$ cat src/rtl/delay_scheduler_if.sv
// delay_scheduler_if: requester-side request/duration inputs and grant/status outputs
interface delay_scheduler_if;
  logic [3:0] req;
  logic [7:0] dur0;
  logic [7:0] dur1;
  logic [7:0] dur2;
  logic [7:0] dur3;
  logic [3:0] gnt;
  logic [3:0] done;
  logic       busy;
  logic [3:0] LED;
  modport master (output req, dur0, dur1, dur2, dur3, input gnt, done, busy, LED);
  modport slave (input req, dur0, dur1, dur2, dur3, output gnt, done, busy, LED);
endinterface

$ cat src/rtl/delay_scheduler.sv
// delay_scheduler: round-robin arbiter sharing one unit/tick delay counter among four requesters
module delay_scheduler #(
  parameter int unsigned UNIT = 1000000
) (
  input logic              clk,
  input logic              rst_n,
  delay_scheduler_if.slave b
);
  typedef enum logic [1:0] {IDLE, RUN, DONE} state_t;
  state_t      state_q;
  logic [1:0]  ptr_q, win_q, win_d;
  logic [31:0] unit_cnt_q;
  logic [7:0]  tick_cnt_q, dur_q, dur_d;
  logic [3:0]  gnt_q, done_q, led_q;
  always_comb begin
    win_d = ptr_q;
    for (int k = 3; k >= 0; k--)
      if (b.req[ptr_q + 2'(k)]) win_d = ptr_q + 2'(k);
    dur_d = win_d == 2'd0 ? b.dur0 : win_d == 2'd1 ? b.dur1 : win_d == 2'd2 ? b.dur2 : b.dur3;
  end
  assign b.gnt  = gnt_q;
  assign b.done = done_q;
  assign b.busy = state_q != IDLE;
  assign b.LED  = led_q;
  always_ff @(posedge clk) begin
    if (!rst_n) begin
      state_q    <= IDLE;
      ptr_q      <= '0;
      win_q      <= '0;
      unit_cnt_q <= '0;
      tick_cnt_q <= '0;
      dur_q      <= '0;
      gnt_q      <= '0;
      done_q     <= '0;
      led_q      <= '0;
    end else begin
      case (state_q)
        IDLE: if (|b.req) begin
          win_q      <= win_d;
          dur_q      <= dur_d;
          gnt_q      <= 4'b0001 << win_d;
          unit_cnt_q <= '0;
          tick_cnt_q <= '0;
          state_q    <= dur_d == 8'd0 ? DONE : RUN;
          done_q     <= dur_d == 8'd0 ? 4'b0001 << win_d : 4'b0000;
        end
        // a dropped request aborts even on the edge that would have completed
        RUN: if (!b.req[win_q]) begin
          state_q <= IDLE;
          gnt_q   <= '0;
          ptr_q   <= win_q + 2'd1;
        end else if (unit_cnt_q == UNIT - 1) begin
          unit_cnt_q <= '0;
          tick_cnt_q <= tick_cnt_q + 8'd1;
          if (tick_cnt_q + 8'd1 == dur_q) begin
            state_q <= DONE;
            done_q  <= gnt_q;
          end
        end else unit_cnt_q <= unit_cnt_q + 32'd1;
        DONE: begin
          state_q <= IDLE;
          done_q  <= '0;
          gnt_q   <= '0;
          led_q   <= led_q ^ gnt_q;
          ptr_q   <= win_q + 2'd1;
        end
        default: state_q <= IDLE;
      endcase
    end
  end
endmodule

$ cat src/flat_wrapper.sv
// flat-port wrapper written by rule: the top's interface ports become plain ports
module delay_scheduler_flat 
#(
  parameter int unsigned UNIT = 1000000
)
  (clk, rst_n, b_req, b_dur0, b_dur1, b_dur2, b_dur3, b_gnt, b_done, b_busy, b_LED);
  delay_scheduler_if b_i ();
  input logic clk;
  input logic rst_n;
  input wire logic [$bits(b_i.req)-1:0] b_req;
  input wire logic [$bits(b_i.dur0)-1:0] b_dur0;
  input wire logic [$bits(b_i.dur1)-1:0] b_dur1;
  input wire logic [$bits(b_i.dur2)-1:0] b_dur2;
  input wire logic [$bits(b_i.dur3)-1:0] b_dur3;
  output wire logic [$bits(b_i.gnt)-1:0] b_gnt;
  output wire logic [$bits(b_i.done)-1:0] b_done;
  output wire logic [$bits(b_i.busy)-1:0] b_busy;
  output wire logic [$bits(b_i.LED)-1:0] b_LED;
  assign b_i.req = b_req;
  assign b_i.dur0 = b_dur0;
  assign b_i.dur1 = b_dur1;
  assign b_i.dur2 = b_dur2;
  assign b_i.dur3 = b_dur3;
  assign b_gnt = b_i.gnt;
  assign b_done = b_i.done;
  assign b_busy = b_i.busy;
  assign b_LED = b_i.LED;
  delay_scheduler #(.UNIT(UNIT)) u_core (.clk(clk), .rst_n(rst_n), .b(b_i));
endmodule
$ cat config.mk
export PLATFORM = sky130hd
export DESIGN_NAME = delay_scheduler_flat
export DESIGN_NICKNAME = d
export VERILOG_FILES = /design/src/rtl/delay_scheduler_if.sv /design/src/rtl/delay_scheduler.sv /design/src/flat_wrapper.sv
export SDC_FILE = /design/constraint.sdc
export NUM_CORES = 1
export LEC_CHECK = 0
export ABC_CLOCK_PERIOD_IN_PS = 3300
export BUFFER_PORTS_ARGS = -buffer_cell sky130_fd_sc_hd__buf_2
export CAP_MARGIN = 0
export CORE_MARGIN = 2
export CORE_UTILIZATION = 57
export DETAILED_ROUTE_END_ITERATION = 16
export GPL_ROUTABILITY_DRIVEN = 0
export GPL_TIMING_DRIVEN = 0
export PLACE_DENSITY = 0.84
export SLEW_MARGIN = 20
export SYNTH_ARGS = -nofsm -noshare
export SYNTH_HDL_FRONTEND = slang
export SYNTH_SLANG_ARGS = --single-unit
$ cat constraint.sdc
create_clock -name clk -period 3.3 [get_ports clk]
set_input_delay 0.33 -clock clk [delete_from_list [all_inputs] [get_ports clk]]
set_output_delay 0.33 -clock clk [all_outputs]
set_load 0.03 [all_outputs]
After elaboration in Yosys (flattened, before gate mapping)

Cells that the tools add are included.

Muxes and demuxes: 42
Bitwise logic cells: 1
Equality and inequality tests: 13
Reduce and logical (&&, ||, !) cells: 15
Shifts and indexed selects: 1
Magnitude comparators: 5
Add/sub/neg operators: 6

Operators with widths:

| cell                                                   | count |
|---|---|
| two-way mux 32 bit                                     | 3 |
| one-hot mux 32 bit (2 select lines)                    | 1 |
| two-way mux 8 bit                                      | 6 |
| adder 32 x 1 -> 32 bit (second input constant)         | 1 |
| equality test 32 x 20 -> 1 bit (second input constant) | 1 |
| two-way mux 4 bit                                      | 7 |
| one-hot mux 4 bit (3 select lines)                     | 2 |
| two-way mux 2 bit                                      | 10 |
| one-hot mux 8 bit (2 select lines)                     | 1 |
| < comparator 2 x 3 -> 1 bit (second input constant)    | 5 |
| binary-select mux 1 bit (select 2 bit)                 | 5 |
| AND reduction 3 bit                                    | 3 |
| adder 8 x 1 -> 8 bit (second input constant)           | 1 |
| equality test 8 bit                                    | 1 |
| logical NOT 8 bit                                      | 1 |
| != test 2 x 1 -> 1 bit (second input constant)         | 4 |
| one-hot mux 2 bit (2 select lines)                     | 2 |
| != test 3 bit (second input constant)                  | 2 |
| nonzero test 2 bit                                     | 3 |
| two-way mux 1 bit                                      | 5 |
| AND reduction 5 bit                                    | 1 |
| adder 2 x 1 -> 2 bit (second input constant)           | 2 |
| adder 2 bit (second input constant)                    | 2 |
| equality test 2 x 1 -> 1 bit (second input constant)   | 2 |
| 9 further kinds                                        | 12 |

Input bits: 38
Word-level logic and storage cells: 92
Register bits after elaboration: 66
Output and inout bits: 13

Logic depth before layout (Yosys ltp)

Gate-level depths: netlist of run 1.

Depth in word-level cells: 15
Gate-level depth with buffers: 10
Depth with buffers taken out: 8

Worst setup path after synthesis of run 1

Ideal clock, no wire load.

Path type: input to register
From: input port b_req[2]
To: register u_core.state_q[0]
Stages: 8
Required time: 3172 ps
Slack: 582 ps
Setup time: 128 ps
Buffers on the path: 1
Arrival time: 2591 ps
Cell sequence: nor2b_1 o21a_1 a2111oi_4 buf_4 mux4_2 nor4_2 and2_1 o41ai_2

Word-level cells in the longest chain between the ends: 14
Elaborated cells on any way between the ends: 30
Classes of those cells: eq/ne: 5; mux: 21; reduce/logical: 4

Ends and longest elaborated chain:

| what                                    | line                  | text |
|---|---|---|
| from (decl)                             | flat_wrapper.sv:10    | `input wire logic [$bits(b_i.req)-1:0] b_req;` |
| binary-select mux 1 bit (select 2 bit)  | delay_scheduler.sv:18 | `if (b.req[ptr_q + 2'(k)]) win_d = ptr_q + 2'(k);` |
| two-way mux 1 bit (implied by the code) | delay_scheduler.sv:18 |  |
| two-way mux 2 bit (4 in a row)          | delay_scheduler.sv:18 |  |
| equality test 2 bit                     | delay_scheduler.sv:19 | `dur_d = win_d == 2'd0 ? b.dur0 : win_d == 2'd1 ? b.dur1 : win_d == 2'd2 ? b.dur2 : b.dur3;` |
| two-way mux 8 bit (3 in a row)          | delay_scheduler.sv:19 |  |
| logical NOT 8 bit                       | delay_scheduler.sv:44 | `state_q <= dur_d == 8'd0 ? DONE : RUN;` |
| two-way mux 2 bit                       | delay_scheduler.sv:44 |  |
| two-way mux 2 bit                       | delay_scheduler.sv:38 | `IDLE: if (\|b.req) begin` |
| one-hot mux 2 bit (2 select lines)      | delay_scheduler.sv:37 | `case (state_q)` |
| to (signal assigned)                    | delay_scheduler.sv:44 |  |
| to (decl)                               | delay_scheduler.sv:10 | `state_t state_q;` |

Several ways; a longest one is shown, not always the timed one. The select of a mux whose other input is x is not followed.
A chain may end at the register's enable or synchronous reset.

Final worst setup path of run 1

From: register u_core.unit_cnt_q[24]
To: register u_core.done_q[1] (netlist: u_core.b.done[1])

Word-level cells in the longest chain between the ends: 3

Ends and longest elaborated chain:

| what                                    | line                  | text |
|---|---|---|
| from (decl)                             | delay_scheduler.sv:12 | `logic [31:0] unit_cnt_q;` |
| from (signal assigned)                  | delay_scheduler.sv:59 | `end else unit_cnt_q <= unit_cnt_q + 32'd1;` |
| equality test 32 x 20 -> 1 bit          | delay_scheduler.sv:52 | `end else if (unit_cnt_q == UNIT - 1) begin` |
| != test 2 x 1 -> 1 bit (no source line) | n/a                   |  |
| AND reduction 5 bit (no source line)    | n/a                   |  |
| to (signal assigned)                    | delay_scheduler.sv:45 | `done_q <= dur_d == 8'd0 ? 4'b0001 << win_d : 4'b0000;` |
| to (signal assigned)                    | delay_scheduler.sv:57 | `done_q <= gnt_q;` |
| to (decl)                               | delay_scheduler.sv:14 | `logic [3:0] gnt_q, done_q, led_q;` |

Every way passes these cells.

==> key figures, run 1 <==
Status
  – Run status: complete, no violations

Placed design
  – Count of buffers from port buffering: 50
  – Placed Cells: between 500 and 600
  – Final HPWL from detailed placement: around 5.7 mm

Floorplanning
  – Height of the die: slightly above 80 µm
  – FP Rows: 28
  – Initial Util: 0.596
  – Area of the placeable core: 5990 µm²
  – Die X: between 80 and 90 µm
  – IO Count: 51
  – Area enclosed by the die boundary: 6910 µm²

Clock tree
  – H-tree depth: 3
  – Setup Fix Bufs, Post-CTS: 0
  – Number of buffers created by CTS: 9
  – Hold-fix buffers, CTS: 0
  – CTS tree: yes
  – Clock-pin slew of the registers on the worst-case setup and hold paths: ~0.070 ns
  – Clk_lat worst skew: 0.34 ns
  – Resized cells post-CTS: 0
  – Deepest clock path buffer count: 2
  – CTS Root Buffer Type: clkbuf_8
  – Clk sinks: between 60 and 70

Global route
  – Pin count of the biggest net entering global routing: 12
  – Initial antenna violation count: 0
  – Leftover overflow at the end of global routing: 0
  – Global router's overall resource usage: 0.223
  – First-pass GRT wire length: between 10 and 15 mm
  – Number of global-route vias before repair: 2919

Final layout
  – Post-layout net count: 519
  – Post-Layout Cell Count: 555
  – Layout overhead on the synthesized area: 15.1%
  – Area taken by multi-input logic gates: 2120 µm²
  – N_diodes: 0
  – End-of-flow core utilization: 0.686
  – Register Area: approximately 1300 µm²
  – Filler Cell Count: 439
  – Fraction of final layout cells sized beyond drive strength 1: 0.192

Setup path
  – CP max FO: 5
  – Required time worst endpoint: 3.52 ns
  – Sort of element at the start of the critical path: register
  – Element type at the critical path end: register
  – Critical register-to-register path endpoint: u_core.b.done[1]
  – Data arrival time of the critical path: 3.26 ns
  – Crit Reg-Reg Startpoint: u_core.unit_cnt_q[24]
  – Worst Reg2Reg Path Length in Cells: 7
  – Start-to-end type of the worst setup path: register to register
  – Register-to-register setup slack: 0.26 ns

STA
  – Maximum frequency from static timing analysis: 0.329 GHz
  – Final max-slew violation count: 0
  – Final total negative setup slack: 0 ns
  – Min cycle time layout: 3.04 ns
  – Maximum clock skew at final layout: 0.00786 ns
  – Final Hold Fails: 0
  – Setup repair after global routing missed its margin: false
  – Max_slew headroom: 0.320
  – Slew @ Worst Pin: approximately 1.0 ns
  – Setup violations, final: 0
  – Share of the clock period used by the worst path: 0.921

Routing
  – Number of antenna-violating nets in the routed design: 0
  – Wire length after detailed routing: 7.66 mm
  – Detail-routed via count per cell: 5.77
  – Drc violations: 0
  – Post-DR wirelength/cell: 13.8 µm
  – Number of iterations in the first detailed-routing pass: 6
  – Vias: 3203
  – Iteration-0 DRC Markers: 225

Synth
  – Area leader, netlist: dfxtp_1
  – Netlist cell types: 55
  – Leading post-synthesis cells by cell area: dfxtp_1, xor2_1, nand2_1, mux4_2, nor2_1
  – EDFF count, synth: 0
  – Synthesized area per cell: ~8.6 µm²
  – Post-synth design cell area: 3570 µm²
  – Number of warnings issued by yosys: 0
  – Proportion of synthesized flip-flops having asynchronous set or reset: 0
  – Commonest cells in the netlist: dfxtp_1, nand2_1, nor2_1
  – Number of register bits inferred by synthesis: 66
  – Sequential share of the synthesized area: 0.370
  – Post-synth net total: roughly 460
  – Prevailing post-synth register cell: dfxtp_1
  – Post-synth top area share: 0.370
  – Dominant cell by count in the synthesized netlist: dfxtp_1
  – Synth Instances: about 410

Power
  – Standby leakage power: roughly 1.6 nW
  – Worst voltage drop across the vdd grid: 0.000545 V
  – Power Dens Cells: 675 nW/µm²

Worst hold path
  – Class of the tightest hold or removal check: register to register
  – HP Start: u_core.dur_q[0]
  – Hold path cells: 2
  – WHS Endpoint: u_core.dur_q[0]

Job
  – Total of max-cap violations: 0
## flip-flops by register name, indices dropped and copies added, names as in the netlist
name / cells
u_core.dur_q: 8
u_core.b.LED: 4
u_core.b.gnt: 4
u_core.unit_cnt_q: 32
u_core.state_q: 2
u_core.b.done: 4
u_core.ptr_q: 2
u_core.tick_cnt_q: 8
u_core.win_q: 2
## cell type report
class | instances | share of cell area
Tap cell | 75 | 0.0228
Buffer | 14 | 0.0204
Multi-Input combinational cell | 323 | 0.516
Sequential cell | 66 | 0.322
Clock inverter | 4 | 0.0125
Inverter | 11 | 0.0100
Clock buffer | 12 | 0.0353
Timing Repair Buffer | 50 | 0.0609
## logic make-up (layout without fill, tap and decap cells)
kind of cell	Yosys count	in the layout	synth area share
fa+ha+maj	6	6	0.0210
simple gates	190	190	0.265
flops	66	66	0.370
buf+inv	25	91	0.0351
compound gates	74	74	0.143
xor+xnor	42	42	0.103
mux	11	11	0.0624
## how the worst max path moves through the flow
stage,from,end,slack [ns],cells past startpoint
detailed placement,b_req[2],u_core.state_q[0],0.12,9
global placement,b_req[2],u_core.state_q[0],0.13,9
floorplan,b_req[2],u_core.state_q[0],0.58,8
global route,u_core.ptr_q[0],u_core.b.done[0],0.10,8
CTS,u_core.unit_cnt_q[24],u_core.b.done[1],0.27,7
finish,u_core.unit_cnt_q[24],u_core.b.done[1],0.26,7
## where the power goes
| part | switching [mW] | internal [mW] | leakage [nW] | total (mW) |
|---|---|---|---|---|
| registers | 0.104 | 0.907 | 0.536 | 1.01 |
| logic | 0.653 | 0.429 | 0.958 | 1.08 |
| clock network | 0.308 | 0.370 | 0.0966 | 0.678 |
## cell usage in the layout, fill, tap and decap left out, types with 5 or more instances in the layout
cell / Yosys / layout
clkbuf_8: 2 / 12
a22oi_1: 8 / 8
a21oi_1: 22 / 22
nor2b_1: 5 / 5
nand2_1: 56 / 56
dfxtp_1: 66 / 66
mux4_2: 9 / 9
nor4_1: 7 / 7
or3_1: 5 / 5
ha_1: 6 / 6
nand3_1: 17 / 17
and3_1: 10 / 10
and2_1: 5 / 5
nor2_1: 47 / 47
buf_2: 0 / 50
xnor2_1: 14 / 14
clkbuf_1: 9 / 11
nand4_1: 8 / 8
nor3_1: 7 / 7
xor2_1: 28 / 28
o21ai_0: 21 / 21
inv_1: 11 / 11
## metal layers
| layer | track usage | part of all wire | vias up |
|---|---|---|---|
| li1 | - | - | 1597 |
| met2 | 0.365 | 0.47 | 112 |
| met3 | 0.0417 | 0.048 | 19 |
| met5 | 0 | 0 | - |
| met1 | 0.280 | 0.45 | 1475 |
| met4 | 0.112 | 0.025 | 0 |
## through the flow
stage                     hold WS (ns)  power (mW)  setup WS [ns]  instance area (µm²)
after floorplan                  0.445        1.85          0.582                 3570
after global placement           0.454        2.07          0.134                 3910
after detailed placement         0.458        2.10          0.119                 3910
after CTS                        0.471        2.77          0.275                 4110
after global routing             0.484        2.94          0.100                 4110
final                            0.470        2.77          0.261                 4110
## critical path, stage by stage, from the launching register on
cell and delay (ns):
dfxtp_1 0.35, or4_1 0.55, or4_4 0.52, nor4_1 0.56
o2111a_1 0.32, a31oi_1 0.21, a211oi_1 0.29, a22oi_1 0.13
No activity file was read; power rests on OpenSTA's default activity.
==> inputs of run 2 (changes only) <==
Settings changed: CORE_UTILIZATION 57 to 25, PLACE_DENSITY 0.84 to 0.46.
==> run 2 against run 1 <==
Sequential cell count is the same. Global-route usage shrank 10 points. Combinational power is essentially flat. Wire length grew 11%. Final cell count grew 19%. Critical endpoint is now u_core.b.done[3]. Largest power group unchanged.
==> key figures, run 2 (synthesis results as in run 1) <==
Clock tree
  – Clock-pin slew of the registers on the worst-case setup and hold paths: 0.05 ns (-0.02 ns)
  – CTS tree: yes
  – Setup Fix Bufs, Post-CTS: 0 (unchanged)
  – Deepest clock path buffer count: 2 (unchanged)
  – Number of buffers created by CTS: 9 (unchanged)
  – Clk_lat worst skew: 0.33 ns (about the same)
  – CTS Root Buffer Type: clkbuf_16
  – H-tree depth: 3 (unchanged)
  – Clk sinks: 66 (unchanged)

Routing
  – Wire length after detailed routing: 8.53 mm (+11%)
  – Detail-routed via count per cell: 4.70 (-18%)
  – Drc violations: 0 (unchanged)
  – Number of iterations in the first detailed-routing pass: 4 (-2)
  – Post-DR wirelength/cell: 13.0 µm (-6.2%)
  – Iteration-0 DRC Markers: 125 (-44%)
  – Number of antenna-violating nets in the routed design: 0 (unchanged)
  – Vias: 3095 (-3.4%)

STA
  – Maximum clock skew at final layout: 0.00783 ns (-0.0000320 ns)
  – Final max-slew violation count: 0 (unchanged)
  – Slew @ Worst Pin: 0.884 ns (-0.126 ns)
  – Setup repair after global routing missed its margin: false
  – Final total negative setup slack: 0 ns (unchanged)
  – Final Hold Fails: 0 (unchanged)
  – Share of the clock period used by the worst path: 0.920 (-0.00103)
  – Maximum frequency from static timing analysis: 0.329 GHz (+0.11%)
  – Min cycle time layout: 3.04 ns (-0.00341 ns)
  – Max_slew headroom: 0.401 (+0.0807)
  – Setup violations, final: 0 (unchanged)

Setup path
  – Start-to-end type of the worst setup path: register to register
  – Ordered list of cells on the worst path: nor2b_1, o21a_1, a2111oi_4, buf_4, mux4_2, nor4_2, nand3_1, a22oi_1
  – CP max FO: 10 (+5)
  – Critical register-to-register path endpoint: u_core.b.done[3]
  – CP Capture Point: u_core.b.done[3]
  – Register-to-register setup slack: 0.26 ns (about the same)
  – Required time worst endpoint: 3.55 ns (+0.03 ns)
  – Data arrival time of the critical path: 3.29 ns (+0.03 ns)
  – Worst Reg2Reg Path Length in Cells: 8 (+1)
  – Path length in cells of the critical path: 8 (+1)
  – Buf/Inv on CP: 1 (+1)
  – Crit Reg-Reg Startpoint: u_core.ptr_q[0]
  – Sort of element at the start of the critical path: register
  – Master of the slowest instance on the critical path: a2111oi_4
  – Slowest cell delay on critical path: 0.60 ns (+0.04 ns)
  – Critical path origin: u_core.ptr_q[0]
  – Element type at the critical path end: register
  – Top Family by Delay on Critical Path: compound AO/OA/AOI/OAI gates

Placed design
  – Placement-stage cell area: 4040 µm² (+3.4%)
  – Final HPWL from detailed placement: 6.57 mm (+15%)
  – Count of buffers from port buffering: 50 (unchanged)

Floorplanning
  – FP Rows: 43 (+54%)
  – Height of the die: 123 µm (+49%)
  – IO Count: 51 (unchanged)
  – Area of the placeable core: 13900 µm² (+130%)
  – Area enclosed by the die boundary: 15200 µm² (+120%)
  – Initial Util: 0.256 (-0.340)
  – Die X: 123 µm (+49%)

Job
  – Total of max-cap violations: 0 (unchanged)

Final layout
  – Top flop regs: u_core.unit_cnt_q (32), u_core.dur_q (8), u_core.tick_cnt_q (8)
  – Most frequent standard cell in the layout excluding fill and tap cells: dfxtp_1
  – N_diodes: 0 (unchanged)
  – Register with the highest flop count: u_core.unit_cnt_q
  – Max FFs per register: 32 (unchanged)
  – Top library cells by usage in the layout, fill and taps aside: dfxtp_1, nand2_1, buf_2
  – Fraction of final layout cells sized beyond drive strength 1: 0.192 (+0.000802)
  – Post-layout net count: 519 (unchanged)
  – Final design area excluding fillers: 4350 µm² (+5.9%)
  – Layout overhead on the synthesized area: 22.0%

Worst hold path
  – HP Start: u_core.b.done[3]
  – Class of the tightest hold or removal check: register to register

Power
  – Standby leakage power: 1.64 nW (+2.9%)
  – Worst voltage drop across the vdd grid: 0.000335 V (-39%)
  – Power Dens Cells: 703 nW/µm² (+4.1%)

Global route
  – Initial antenna violation count: 0 (unchanged)
  – Number of global-route vias before repair: 3059 (+4.8%)
  – First-pass GRT wire length: 14.6 mm (+14%)
  – Global router's overall resource usage: 0.122 (-0.101)
  – Pin count of the biggest net entering global routing: 11 (-1)
  – Leftover overflow at the end of global routing: 0 (unchanged)

Status
  – Run status: complete, no violations
==> run 2: cell types whose count changed in the layout (fill, tap and decap cells not counted), sizes merged <==
cell	before	now
clkinv	2	0
==> run 2: report_power, final <==
| group | switching [mW] | total [mW] | internal [mW] |
|---|---|---|---|
| registers | 0.105 | 1.01 | 0.909 |
| logic | 0.661 | 1.09 | 0.433 |
| clock network | 0.334 | 0.951 | 0.617 |
==> run 2: metrics by stage <==
step	std cells	util	total power, mW	hold WS (ns)	worst slack, ns
after floorplan	414	-	1.85	0.445	0.582
after global placement	644	0.290	2.11	0.462	0.0574
after detailed placement	644	0.290	2.13	0.454	0.0305
after CTS	658	0.311	3.09	0.463	0.185
after global routing	658	0.312	3.26	0.489	0.0262
final	658	0.312	3.06	0.458	0.265
==> run 2: how the worst min path moves through the flow <==
stage | slack (ns) | cells after the start | endpoint
final | 0.46 | 2 | u_core.b.done[3]
after global routing | 0.49 | 2 | u_core.dur_q[2]
after CTS | 0.46 | 2 | u_core.b.done[3]
after detailed placement | 0.45 | 2 | u_core.b.done[3]
after global placement | 0.46 | 2 | u_core.b.done[3]
after floorplan | 0.45 | 2 | u_core.dur_q[4]
==> run 2: area by class of cell <==
class / count / area [µm²]
Clock inverter: 2 / 37.5
Tap cell: 180 / 225
Clock buffer: 12 / 256
Sequential cell: 66 / 1320
Fill cell: 1480 / 9580
Buffer: 14 / 83.8
Inverter: 11 / 41.3
Timing Repair Buffer: 50 / 250
Multi-Input combinational cell: 323 / 2140
==> run 2: worst register-to-register path, cell delays in order, from the launching register on <==
cell and delay (ns):
dfxtp_1 0.38, nor2b_1 0.08, o21a_1 0.21, a2111oi_4 0.60
buf_4 0.31, mux4_2 0.54, nor4_2 0.45, nand3_1 0.19
a22oi_1 0.20
==> run 2: repair_timing <==
| item | CTS | global route |
|---|---|---|
| gates resized for setup | 0 | 1 |
| hold buffers | 0 | 0 |
| endpoints found under the setup margin | 0 | 1 |
==> run 2: metal layers <==
metal | up-vias | global-route usage | routed length (µm)
li1 | 1597 | - | -
met1 | 1426 | 0.156 | 4140
met2 | 63 | 0.198 | 3920
met3 | 9 | 0.0314 | 337
met4 | 0 | 0.0426 | 125
met5 | - | 0 | 0
==> inputs of run 3 (changes only) <==
Settings changed: CORE_UTILIZATION 25 to 30, PLACE_DENSITY 0.46 to 0.52.
==> run 3 against run 2 <==
Clock power decreased by 0.7%. Worst setup slack lost 0.029 ns. Sequential power about the same. Critical path depth down 1. Power is 0.24% lower. Register-to-register slack lost 0.03 ns.
==> key figures, run 3 (synthesis results as in run 1) <==
Clock tree
  – Clk sinks: 66 (unchanged)
  – Clock-pin slew of the registers on the worst-case setup and hold paths: 0.06 ns (about the same)
  – Resized cells post-CTS: 0 (unchanged)
  – Hold-fix buffers, CTS: 0 (unchanged)
  – H-tree depth: 3 (unchanged)
  – Deepest clock path buffer count: 2 (unchanged)
  – CTS Root Buffer Type: clkbuf_16
  – Number of buffers created by CTS: 9 (unchanged)
  – CTS tree: yes
  – Clk_lat worst skew: 0.33 ns (about the same)

STA
  – Share of the clock period used by the worst path: 0.929 (+0.00870)
  – Final max-slew violation count: 0 (unchanged)
  – Slew @ Worst Pin: 0.931 ns (+0.0471 ns)
  – Setup repair after global routing missed its margin: false
  – Maximum clock skew at final layout: 0.00541 ns (-0.00241 ns)
  – Final total negative setup slack: 0 ns (unchanged)
  – Max_slew headroom: 0.369 (-0.0319)
  – Min cycle time layout: 3.06 ns (+0.0287 ns)
  – Maximum frequency from static timing analysis: 0.326 GHz (-0.94%)
  – Setup violations, final: 0 (unchanged)
  – Final Hold Fails: 0 (unchanged)

Setup path
  – Master of the slowest instance on the critical path: nor4_1
  – Start-to-end type of the worst setup path: register to register
  – Data arrival time of the critical path: 3.27 ns (-0.02 ns)
  – CP max FO: 5 (-5)
  – Required time worst endpoint: 3.51 ns (-0.04 ns)
  – Slowest cell delay on critical path: 0.63 ns (+0.03 ns)
  – Element type at the critical path end: register
  – Ordered list of cells on the worst path: or4_1, or4_4, nor4_1, o2111a_1, a31oi_1, a211oi_1, a22oi_1
  – Sort of element at the start of the critical path: register

Routing
  – Amount of wire on met2 after detailed routing: 3.81 mm (-2.8%)
  – Iteration-0 DRC Markers: 144 (+15%)
  – Routed met1 length: 3.82 mm (-7.8%)
  – Routed wl met3: 400 µm (+19%)
  – Top routing layer used: met4
  – Detail-routed via count per cell: 4.90 (+4.1%)
  – Vias: 3060 (-1.1%)
  – Number of iterations in the first detailed-routing pass: 4 (unchanged)
  – Drc violations: 0 (unchanged)
  – Wire length after detailed routing: 8.14 mm (-4.5%)
  – Number of antenna-violating nets in the routed design: 0 (unchanged)
  – Post-DR wirelength/cell: 13.0 µm (+0.54%)

Final layout
  – Area taken by multi-input logic gates: 2130 µm² (-0.41%)
  – Max FFs per register: 32 (unchanged)
  – Final design area excluding fillers: 4320 µm² (-0.83%)
  – End-of-flow core utilization: 0.375 (+0.0625)
  – Fraction of final layout cells sized beyond drive strength 1: 0.197 (+0.00463)
  – Most frequent standard cell in the layout excluding fill and tap cells: dfxtp_1
  – Register Area: 1320 µm² (unchanged)
  – N_diodes: 0 (unchanged)
  – Layout overhead on the synthesized area: 21.0%
  – Register with the highest flop count: u_core.unit_cnt_q
  – Top flop regs: u_core.unit_cnt_q (32), u_core.dur_q (8), u_core.tick_cnt_q (8)
  – Filler Cell Count: 1171 (-21%)
  – Top library cells by usage in the layout, fill and taps aside: dfxtp_1, nand2_1, buf_2
  – Post-layout net count: 521 (+0.39%)

Worst hold path
  – Class of the tightest hold or removal check: register to register

Floorplanning
  – Area enclosed by the die boundary: 12800 µm² (-16%)
  – Height of the die: 113 µm (-8.4%)
  – IO Count: 51 (unchanged)
  – Die X: 113 µm (-8.4%)
  – Initial Util: 0.310 (+0.0538)
  – Area of the placeable core: 11500 µm² (-17%)
  – FP Rows: 39 (-9.3%)

Power
  – Power Dens Cells: 707 nW/µm² (+0.60%)
  – Design Power: 3.05 mW (-0.24%)
  – Standby leakage power: 1.65 nW (+0.62%)
  – Worst voltage drop across the vdd grid: 0.000334 V (-0.27%)

Job
  – Total of max-cap violations: 0 (unchanged)

Placed design
  – Final HPWL from detailed placement: 6.21 mm (-5.6%)
  – Placement-stage cell area: 4000 µm² (-1.1%)
  – Count of buffers from port buffering: 50 (unchanged)

Global route
  – Initial antenna violation count: 0 (unchanged)
  – Global router's overall resource usage: 0.134 (+0.0124)
  – Number of global-route vias before repair: 2968 (-3.0%)
  – Pin count of the biggest net entering global routing: 12 (+1)
  – Leftover overflow at the end of global routing: 0 (unchanged)
  – First-pass GRT wire length: 13.9 mm (-5.1%)

Status
  – Run status: complete, no violations
[run 3: path summary, 6_finish.rpt]
path	startpoint	end	slack, ns	cells after the start
max	u_core.unit_cnt_q[24]	u_core.b.done[3]	0.24	7
min	u_core.b.done[1]	u_core.b.done[1]	0.47	2
max reg2reg	u_core.unit_cnt_q[24]	u_core.b.done[3]	0.24	7
min reg2reg	u_core.b.done[1]	u_core.b.done[1]	0.47	2
[run 3: cell type report]
type / instances / share of cell area
multi-input cells: 323 / 0.493
flip-flops and latches: 66 / 0.306
repair buffers: 52 / 0.0614
clock buffers: 12 / 0.0571
well taps: 143 / 0.0414
plain buffers: 14 / 0.0194
clock inverters: 4 / 0.0119
inverters: 11 / 0.00957
[run 3: stage by stage]
| step | worst slack [ns] | instances | hold slack [ns] |
|---|---|---|---|
| floorplan | 0.582 | 414 | 0.445 |
| global placement | 0.0750 | 607 | 0.459 |
| detailed placement | 0.0261 | 607 | 0.461 |
| CTS | 0.184 | 623 | 0.469 |
| global route | 0.00213 | 625 | 0.490 |
| finish | 0.236 | 625 | 0.467 |
[run 3: repair_timing]
action	in CTS	in global routing
endpoints found under the setup margin	0	1
endpoints found under the hold margin	0	0
buffers inserted	0	2
[run 3: critical path: cells and delay by family, from the launching register on]
kind	cells	cell delay, ns
simple gates	3	1.68
compound gates	4	0.93
flops	1	0.33
[run 3: routing by layer]
layer	vias to the layer above	global-route usage
met1	1372	0.172
met2	78	0.218
li1	1602	-
met4	0	0.0390
met5	-	0
met3	8	0.0439
[run 3: power by group]
part / total [mW] / leakage [nW] / internal, mW / switching (mW)
Clock: 0.944 / 0.143 / 0.605 / 0.339
Sequential: 1.01 / 0.536 / 0.909 / 0.103
Combinational: 1.10 / 0.968 / 0.444 / 0.651
Total: 3.05 / 1.65 / 1.96 / 1.09
